===== src/rtl/vga_timing_pkg.sv =====
// Shared definitions for the VGA timing engine: state encoding, 640x480@60 defaults
// and helpers for the axis totals and counter widths.
package vga_timing_pkg;

    typedef enum logic {
        WAIT_DATA = 1'b0,
        RUN       = 1'b1
    } vga_state_e;

    localparam int DEF_H_ACTIVE = 640;
    localparam int DEF_H_FP     = 16;
    localparam int DEF_H_SYNC   = 96;
    localparam int DEF_H_BP     = 48;
    localparam int DEF_V_ACTIVE = 480;
    localparam int DEF_V_FP     = 10;
    localparam int DEF_V_SYNC   = 2;
    localparam int DEF_V_BP     = 33;

    function automatic int axis_total(input int active, input int fp, input int sync, input int bp);
        return active + fp + sync + bp;
    endfunction

    // A total of 1 or 2 still needs a one-bit counter.
    function automatic int cnt_width(input int total);
        return (total > 2) ? $clog2(total) : 1;
    endfunction

endpackage


===== src/rtl/vga_axis_counter.sv =====
// Free-running modulo-TOTAL counter for one display axis.
// The wrap pulse marks the enabled cycle on which the count returns to zero.
module vga_axis_counter
    import vga_timing_pkg::*;
#(
    parameter int TOTAL = 8,
    parameter int W     = cnt_width(TOTAL)
) (
    input  logic         clk,
    input  logic         rst,
    input  logic         clear,
    input  logic         en,
    output logic [W-1:0] cnt,
    output logic         wrap
);

    localparam logic [W-1:0] LAST = W'(TOTAL - 1);

    logic [W-1:0] cnt_r;

    assign cnt  = cnt_r;
    assign wrap = en && (cnt_r == LAST);

    // Count register: cleared by reset or while the engine is idle.
    always_ff @(posedge clk) begin
        if (rst || clear) begin
            cnt_r <= {W{1'b0}};
        end else if (wrap) begin
            cnt_r <= {W{1'b0}};
        end else if (en) begin
            cnt_r <= cnt_r + W'(1);
        end else begin
            cnt_r <= cnt_r;
        end
    end

endmodule


===== src/rtl/vga_timing_engine.sv =====
// VGA raster timing generator that pulls pixels from a show-ahead FIFO and drives
// registered colour, sync, blanking and coordinate outputs one cycle behind the counters.
module vga_timing_engine
    import vga_timing_pkg::*;
#(
    parameter int                 H_ACTIVE  = DEF_H_ACTIVE,
    parameter int                 H_FP      = DEF_H_FP,
    parameter int                 H_SYNC    = DEF_H_SYNC,
    parameter int                 H_BP      = DEF_H_BP,
    parameter int                 V_ACTIVE  = DEF_V_ACTIVE,
    parameter int                 V_FP      = DEF_V_FP,
    parameter int                 V_SYNC    = DEF_V_SYNC,
    parameter int                 V_BP      = DEF_V_BP,
    parameter logic               HSYNC_POL = 1'b0,
    parameter logic               VSYNC_POL = 1'b0,
    parameter int                 PIX_W     = 8,
    parameter logic [3*PIX_W-1:0] UF_COLOR  = {(3*PIX_W){1'b0}},
    parameter logic               SOG       = 1'b0
) (
    input  logic               clk,
    input  logic               rst,
    input  logic               fifo_empty,
    input  logic [3*PIX_W-1:0] fifo_data,
    output logic               fifo_rreq,
    output logic [PIX_W-1:0]   red,
    output logic [PIX_W-1:0]   green,
    output logic [PIX_W-1:0]   blue,
    output logic               hsync,
    output logic               vsync,
    output logic               blank_n,
    output logic               sync_n,
    output logic [11:0]        x,
    output logic [11:0]        y,
    output logic               frame_start,
    output logic               underflow
);

    localparam int H_TOTAL = axis_total(H_ACTIVE, H_FP, H_SYNC, H_BP);
    localparam int V_TOTAL = axis_total(V_ACTIVE, V_FP, V_SYNC, V_BP);
    localparam int HW      = cnt_width(H_TOTAL);
    localparam int VW      = cnt_width(V_TOTAL);

    localparam logic [HW-1:0] H_ACT_END  = HW'(H_ACTIVE);
    localparam logic [HW-1:0] H_SYNC_BEG = HW'(H_ACTIVE + H_FP);
    localparam logic [HW-1:0] H_SYNC_END = HW'(H_ACTIVE + H_FP + H_SYNC);
    localparam logic [VW-1:0] V_ACT_END  = VW'(V_ACTIVE);
    localparam logic [VW-1:0] V_SYNC_BEG = VW'(V_ACTIVE + V_FP);
    localparam logic [VW-1:0] V_SYNC_END = VW'(V_ACTIVE + V_FP + V_SYNC);

    vga_state_e         state_r;
    vga_state_e         state_next_s;
    logic               run_s;
    logic               active_s;
    logic               hs_on_s;
    logic               vs_on_s;
    logic               rreq_s;
    logic [HW-1:0]      h_cnt_s;
    logic [VW-1:0]      v_cnt_s;
    logic               h_wrap_s;
    logic               v_wrap_unused;

    logic [3*PIX_W-1:0] rgb_next_s;
    logic               hs_next_s;
    logic               vs_next_s;
    logic               bn_next_s;
    logic               sn_next_s;
    logic [11:0]        x_next_s;
    logic [11:0]        y_next_s;
    logic               fs_next_s;
    logic               uf_next_s;

    logic [3*PIX_W-1:0] rgb_r;
    logic               hs_r;
    logic               vs_r;
    logic               bn_r;
    logic               sn_r;
    logic [11:0]        x_r;
    logic [11:0]        y_r;
    logic               fs_r;
    logic               uf_r;

    vga_axis_counter #(.TOTAL(H_TOTAL), .W(HW)) u_h_counter (
        .clk   (clk),
        .rst   (rst),
        .clear (!run_s),
        .en    (run_s),
        .cnt   (h_cnt_s),
        .wrap  (h_wrap_s)
    );

    vga_axis_counter #(.TOTAL(V_TOTAL), .W(VW)) u_v_counter (
        .clk   (clk),
        .rst   (rst),
        .clear (!run_s),
        .en    (h_wrap_s),
        .cnt   (v_cnt_s),
        .wrap  (v_wrap_unused)
    );

    // State register.
    always_ff @(posedge clk) begin
        if (rst) begin
            state_r <= WAIT_DATA;
        end else begin
            state_r <= state_next_s;
        end
    end

    // Next state plus raster decode; the first non-empty cycle in WAIT_DATA already runs at (0,0).
    always_comb begin
        state_next_s = state_r;
        case (state_r)
            WAIT_DATA: begin
                if (!fifo_empty) begin
                    state_next_s = RUN;
                end else begin
                    state_next_s = WAIT_DATA;
                end
            end
            RUN:     state_next_s = RUN;
            default: state_next_s = WAIT_DATA;
        endcase
        run_s    = (state_r == RUN) || !fifo_empty;
        active_s = run_s && (h_cnt_s < H_ACT_END) && (v_cnt_s < V_ACT_END);
        hs_on_s  = (h_cnt_s >= H_SYNC_BEG) && (h_cnt_s < H_SYNC_END);
        vs_on_s  = (v_cnt_s >= V_SYNC_BEG) && (v_cnt_s < V_SYNC_END);
        rreq_s   = active_s && !fifo_empty && !rst;
    end

    assign fifo_rreq = rreq_s;

    // Output values for the pixel currently addressed by the counters.
    always_comb begin
        rgb_next_s = {(3*PIX_W){1'b0}};
        hs_next_s  = ~HSYNC_POL;
        vs_next_s  = ~VSYNC_POL;
        bn_next_s  = 1'b0;
        sn_next_s  = 1'b1;
        x_next_s   = 12'd0;
        y_next_s   = 12'd0;
        fs_next_s  = 1'b0;
        uf_next_s  = 1'b0;
        if (run_s) begin
            bn_next_s = active_s;
            if (active_s && !fifo_empty) begin
                rgb_next_s = fifo_data;
            end else if (active_s) begin
                rgb_next_s = UF_COLOR;
                uf_next_s  = 1'b1;
            end else begin
                rgb_next_s = {(3*PIX_W){1'b0}};
            end
            hs_next_s = hs_on_s ? HSYNC_POL : ~HSYNC_POL;
            vs_next_s = vs_on_s ? VSYNC_POL : ~VSYNC_POL;
            sn_next_s = SOG ? ~(hs_on_s || vs_on_s) : 1'b1;
            x_next_s  = 12'(h_cnt_s);
            y_next_s  = 12'(v_cnt_s);
            fs_next_s = (h_cnt_s == {HW{1'b0}}) && (v_cnt_s == {VW{1'b0}});
        end else begin
            rgb_next_s = {(3*PIX_W){1'b0}};
            uf_next_s  = 1'b0;
        end
    end

    // Single output pipeline stage.
    always_ff @(posedge clk) begin
        if (rst) begin
            rgb_r <= {(3*PIX_W){1'b0}};
            hs_r  <= ~HSYNC_POL;
            vs_r  <= ~VSYNC_POL;
            bn_r  <= 1'b0;
            sn_r  <= 1'b1;
            x_r   <= 12'd0;
            y_r   <= 12'd0;
            fs_r  <= 1'b0;
            uf_r  <= 1'b0;
        end else begin
            rgb_r <= rgb_next_s;
            hs_r  <= hs_next_s;
            vs_r  <= vs_next_s;
            bn_r  <= bn_next_s;
            sn_r  <= sn_next_s;
            x_r   <= x_next_s;
            y_r   <= y_next_s;
            fs_r  <= fs_next_s;
            uf_r  <= uf_next_s;
        end
    end

    assign red         = rgb_r[3*PIX_W-1:2*PIX_W];
    assign green       = rgb_r[2*PIX_W-1:PIX_W];
    assign blue        = rgb_r[PIX_W-1:0];
    assign hsync       = hs_r;
    assign vsync       = vs_r;
    assign blank_n     = bn_r;
    assign sync_n      = sn_r;
    assign x           = x_r;
    assign y           = y_r;
    assign frame_start = fs_r;
    assign underflow   = uf_r;

endmodule


===== config.mk =====
export PLATFORM = sky130hd
export DESIGN_NAME = vga_timing_engine
export DESIGN_NICKNAME = d
export VERILOG_FILES = /design/src/rtl/vga_timing_pkg.sv /design/src/rtl/vga_axis_counter.sv /design/src/rtl/vga_timing_engine.sv
export SDC_FILE = /design/constraint.sdc
export NUM_CORES = 1
export LEC_CHECK = 0
export CAP_MARGIN = 20
export CORE_MARGIN = 8
export CORE_UTILIZATION = 42
export CTS_BUF_LIST = sky130_fd_sc_hd__clkbuf_4 sky130_fd_sc_hd__clkbuf_8
export DETAILED_ROUTE_END_ITERATION = 12
export HOLD_SLACK_MARGIN = 0.08
export PLACE_DENSITY = 0.89
export SETUP_SLACK_MARGIN = 0.3
export SLEW_MARGIN = 20
export SYNTH_ARGS = -nofsm -noshare
export SYNTH_HDL_FRONTEND = slang
export SYNTH_SLANG_ARGS = --single-unit
export TNS_END_PERCENT = 1

===== constraint.sdc =====
create_clock -name clk -period 1.8 [get_ports clk]
set_input_delay 0.27 -clock clk [delete_from_list [all_inputs] [get_ports clk]]
set_output_delay 0.27 -clock clk [all_outputs]
set_load 0.01 [all_outputs]

==> parameters.txt <==
Parameter                              Value

Setup path
  Flop2flop setup slack    0.11 ns
  Critical path required time    2.07 ns
  Critical path class    register to register
  Crit path capture type    register
  Most prevalent standard cell on the critical path    or3_4
  Ordered list of cells on the worst path    ha_4 > and3_4 > nand3_4 > or3_4 > or3_4 > a21oi_2
  CP max stage delay    0.40 ns
  Capturing point of the worst reg2reg path    u_v_counter.cnt[8]
  Data arrival time of the critical path    1.96 ns
  Worst r2r path cells    6
  Critical path's slowest cell    or3_4
  CP Max Fanout    4
  Reg-to-Reg Start    u_h_counter.cnt[1]
  Crit path launch type    register

Pwr
  Peak ir drop on the vdd network    0.0004350 V
  Power per cell area    846.0 nW/um^2
  Static Leak    1.437 nW

Synth
  Most common cell in the synthesized netlist    dfxtp_1
  Number of warnings issued by yosys    0
  Predominant post-synthesis flop cell    dfxtp_1
  Share of Yosys cell area claimed by the top area cell type    0.5668
  EDFF count, synth    0
  Mapped Avg Cell Area    10.34 sq um
  Distinct cells, synth    40
  Share of the yosys chip area belonging to registers    0.5668
  Most area-hungry cell type in the Yosys netlist    dfxtp_1
  Synthesized flop and latch total    70
  Fraction of registers with async set or reset after synthesis    0
  Cell types with the highest counts after synthesis    dfxtp_1, and2_1, nor2_1
  Cells after Synth    239
  Netlist area before placement    2472 sq um
  Most area-consuming cells after synthesis    dfxtp_1, and2_1, nor2_1, xnor2_1, xor2_1

Clocking
  CTS tree    done
  Number of clock sinks    70
  Number of H-tree levels    3
  Max Root-Sink Buffers    2
  Post-CTS Hold Fix Bufs    0
  Number of buffers added by the clock tree synthesis step    9
  Buffer type at the clock tree root    clkbuf_8
  Clock latency on the worst-skew pair    0.34 ns
  Worst-path clk slew    0.07 ns

Global route
  Congestion Overflow GR    0
  Total Routing Usage GR    0.1420
  Largest net degree at the start of global routing    25
  Wire length of the first global-routing pass    9.487 mm
  Via count of the first global-routing pass    1956
  Initial antenna violation count    0

Die
  Total die area    8598 sq um
  Vert. Die Dim    92.73 microns
  Die Span X    92.73 microns
  Area of the core    5816 sq um
  Initial core utilization    0.4251
  Number of top-level design ports    82
  Row cnt    28

Route
  DRT met1 WL    2.273 mm
  Number of violations reported at the end of detailed-routing iteration 0    109
  Routed length on met2    3.116 mm
  Count of vias placed by the detailed router    1934
  Residual DRC    0
  First drt pass iteration count    4
  Via-to-Cell Ratio    4.605
  Routed length on met3    305 microns
  Detailed-route wire length per cell    14.17 microns
  Number of nets still failing antenna checks after routing    0
  Total wirelength of the detailed-routed design    5.952 mm
  Top routing layer in use    met4

STA
  Setup WS post-layout    0.1103 ns
  Unrepaired setup endpoints after global routing    yes
  Final Slew Violations    0
  Fin crit share    0.9387
  # setup viols final    0
  Final hold vios    0
  Setup Skew    0.01060 ns
  Fin crit period    1.690 ns
  Max Freq    591.8 MHz

Flow run
  MaxCap Viol Count    0

Placed design
  IO Port Bufs    76
  Setup slack at placement    -0.1595 ns
  Area after DPL    3435 sq um
  Gp weighted congestion    0.9131
  Estimated wirelength of the detail-placed design    4.283 mm

Min path
  Worst hold path type    register to register
  Depth of the worst hold-timing path    2
  End point of the worst hold path    underflow
  HP Start    state_r

Cells and area
  Layout overhead on the synthesized area    48.79%
  Final std cell area, no fill    3679 sq um
  Final #Nets    371
  Proportion of layout cells with a drive suffix above 1    0.1739
  Antenna diode count    0

Outcome
  Result of the run    completed
[sequential cells by signal, indices dropped and copies added, names as in the netlist, 10 cells and up]
register,cells
x,10
u_h_counter.cnt,10
rgb_r,24
y,10
u_v_counter.cnt,10
[worst max-delay path by stage]
stage	start	to	slack [ns]	cells past startpoint
after floorplan	u_h_counter.cnt[1]	u_v_counter.cnt[8]	0.11	6
after global placement	rst	fifo_rreq	-0.12	5
after detailed placement	fifo_empty	u_h_counter.cnt[2]	-0.16	6
after CTS	u_h_counter.cnt[1]	u_v_counter.cnt[8]	0.12	6
after global routing	u_h_counter.cnt[1]	u_v_counter.cnt[8]	0.05	6
final	u_h_counter.cnt[1]	u_v_counter.cnt[8]	0.11	6
[cells by family (layout without fill, tap and decap cells)]
group	count (synthesis)	after routing	synth area share
flops	70	70	0.5668
simple gates	117	117	0.2758
xor+xnor	14	14	0.04960
compound gates	8	8	0.02581
other cells	2	5	0.003038
fa+ha+maj	4	4	0.02024
buf+inv	22	125	0.05061
mux	2	2	0.008097
[timing repair]
action                                  CTS  global route
resized for setup                         7             2
endpoints found under the setup margin   20            50
pin swaps                                 1             0
gates cloned                              0             0
buffers inserted                          2             0
[layout by cell type (no fill, tap or decap), drive strengths merged]
master         synthesis  final
a21oi                  3      3
ha                     4      4
dfxtp                 70     70
and2                  40     40
inv                    7      7
nor4b                  2      2
nor4                   4      4
mux2i                  2      2
a311oi                 1      1
or2b                   1      1
nor2                  29     29
and3                   6      6
nor3                   7      7
xor2                   6      6
nand3                  8      8
nand2                  8      8
nor2b                  1      1
clkbuf                 7     13
o31ai                  1      1
xnor2                  8      8
or2                    1      1
nand2b                 1      1
bufinv                 0      1
clkdlybuf4s15          1      1
o21ai                  3      3
or3                    2      2
nand3b                 1      1
buf                    7     26
conb                   2      5
clkinvlp               0      1
nand4                  6      6
clkinv                 0      1
clkdlybuf4s50          0     75
[routing by layer]
metal | track usage | up-vias
li1 | - | 965
met1 | 0.1481 | 881
met2 | 0.2372 | 65
met3 | 0.04207 | 23
met4 | 0.1087 | 0
met5 | 0 | -
[where the power goes]
group / switching [W] / internal [W]
logic: 0.0000946 / 0.000139
clock network: 0.000541 / 0.000745
registers: 0.0000117 / 0.00158
total: 0.000647 / 0.00246
[worst max-delay path, delay by kind of cell (launching register included)]
kind,cells,cell delay [ns]
AOI/OAI and AO/OA,1,0.11
adders and majority gates,1,0.13
DFF,1,0.36
and+or+nand+nor,4,1.03
[area by class of cell]
cell class	count	area, sq um
timing repair buffer	102	957.2
sequential	70	1409
clock buffer	13	166.4
multi-input combinational	150	983.4
clock inverter	3	42.54
fill	485	2137
tap	75	93.84
inverter	7	26.28
[through the flow]
| step | hold slack, ns | power (W) | setup TNS [ns] | utilization | std cells |
|---|---|---|---|---|---|
| after CTS | 0.4598 | 0.003139 | 0 | 0.6306 | 420 |
| after detailed placement | 0.4553 | 0.001855 | -2.070 | 0.5906 | 402 |
| after floorplan | 0.3838 | 0.001712 | 0 | - | 242 |
| after global placement | 0.4352 | 0.001848 | -0.9994 | 0.5906 | 402 |
| final | 0.4699 | 0.003112 | 0 | 0.6325 | 420 |
| after global routing | 0.4679 | 0.003235 | 0 | 0.6325 | 420 |
No activity file was read; power rests on OpenSTA's default activity.
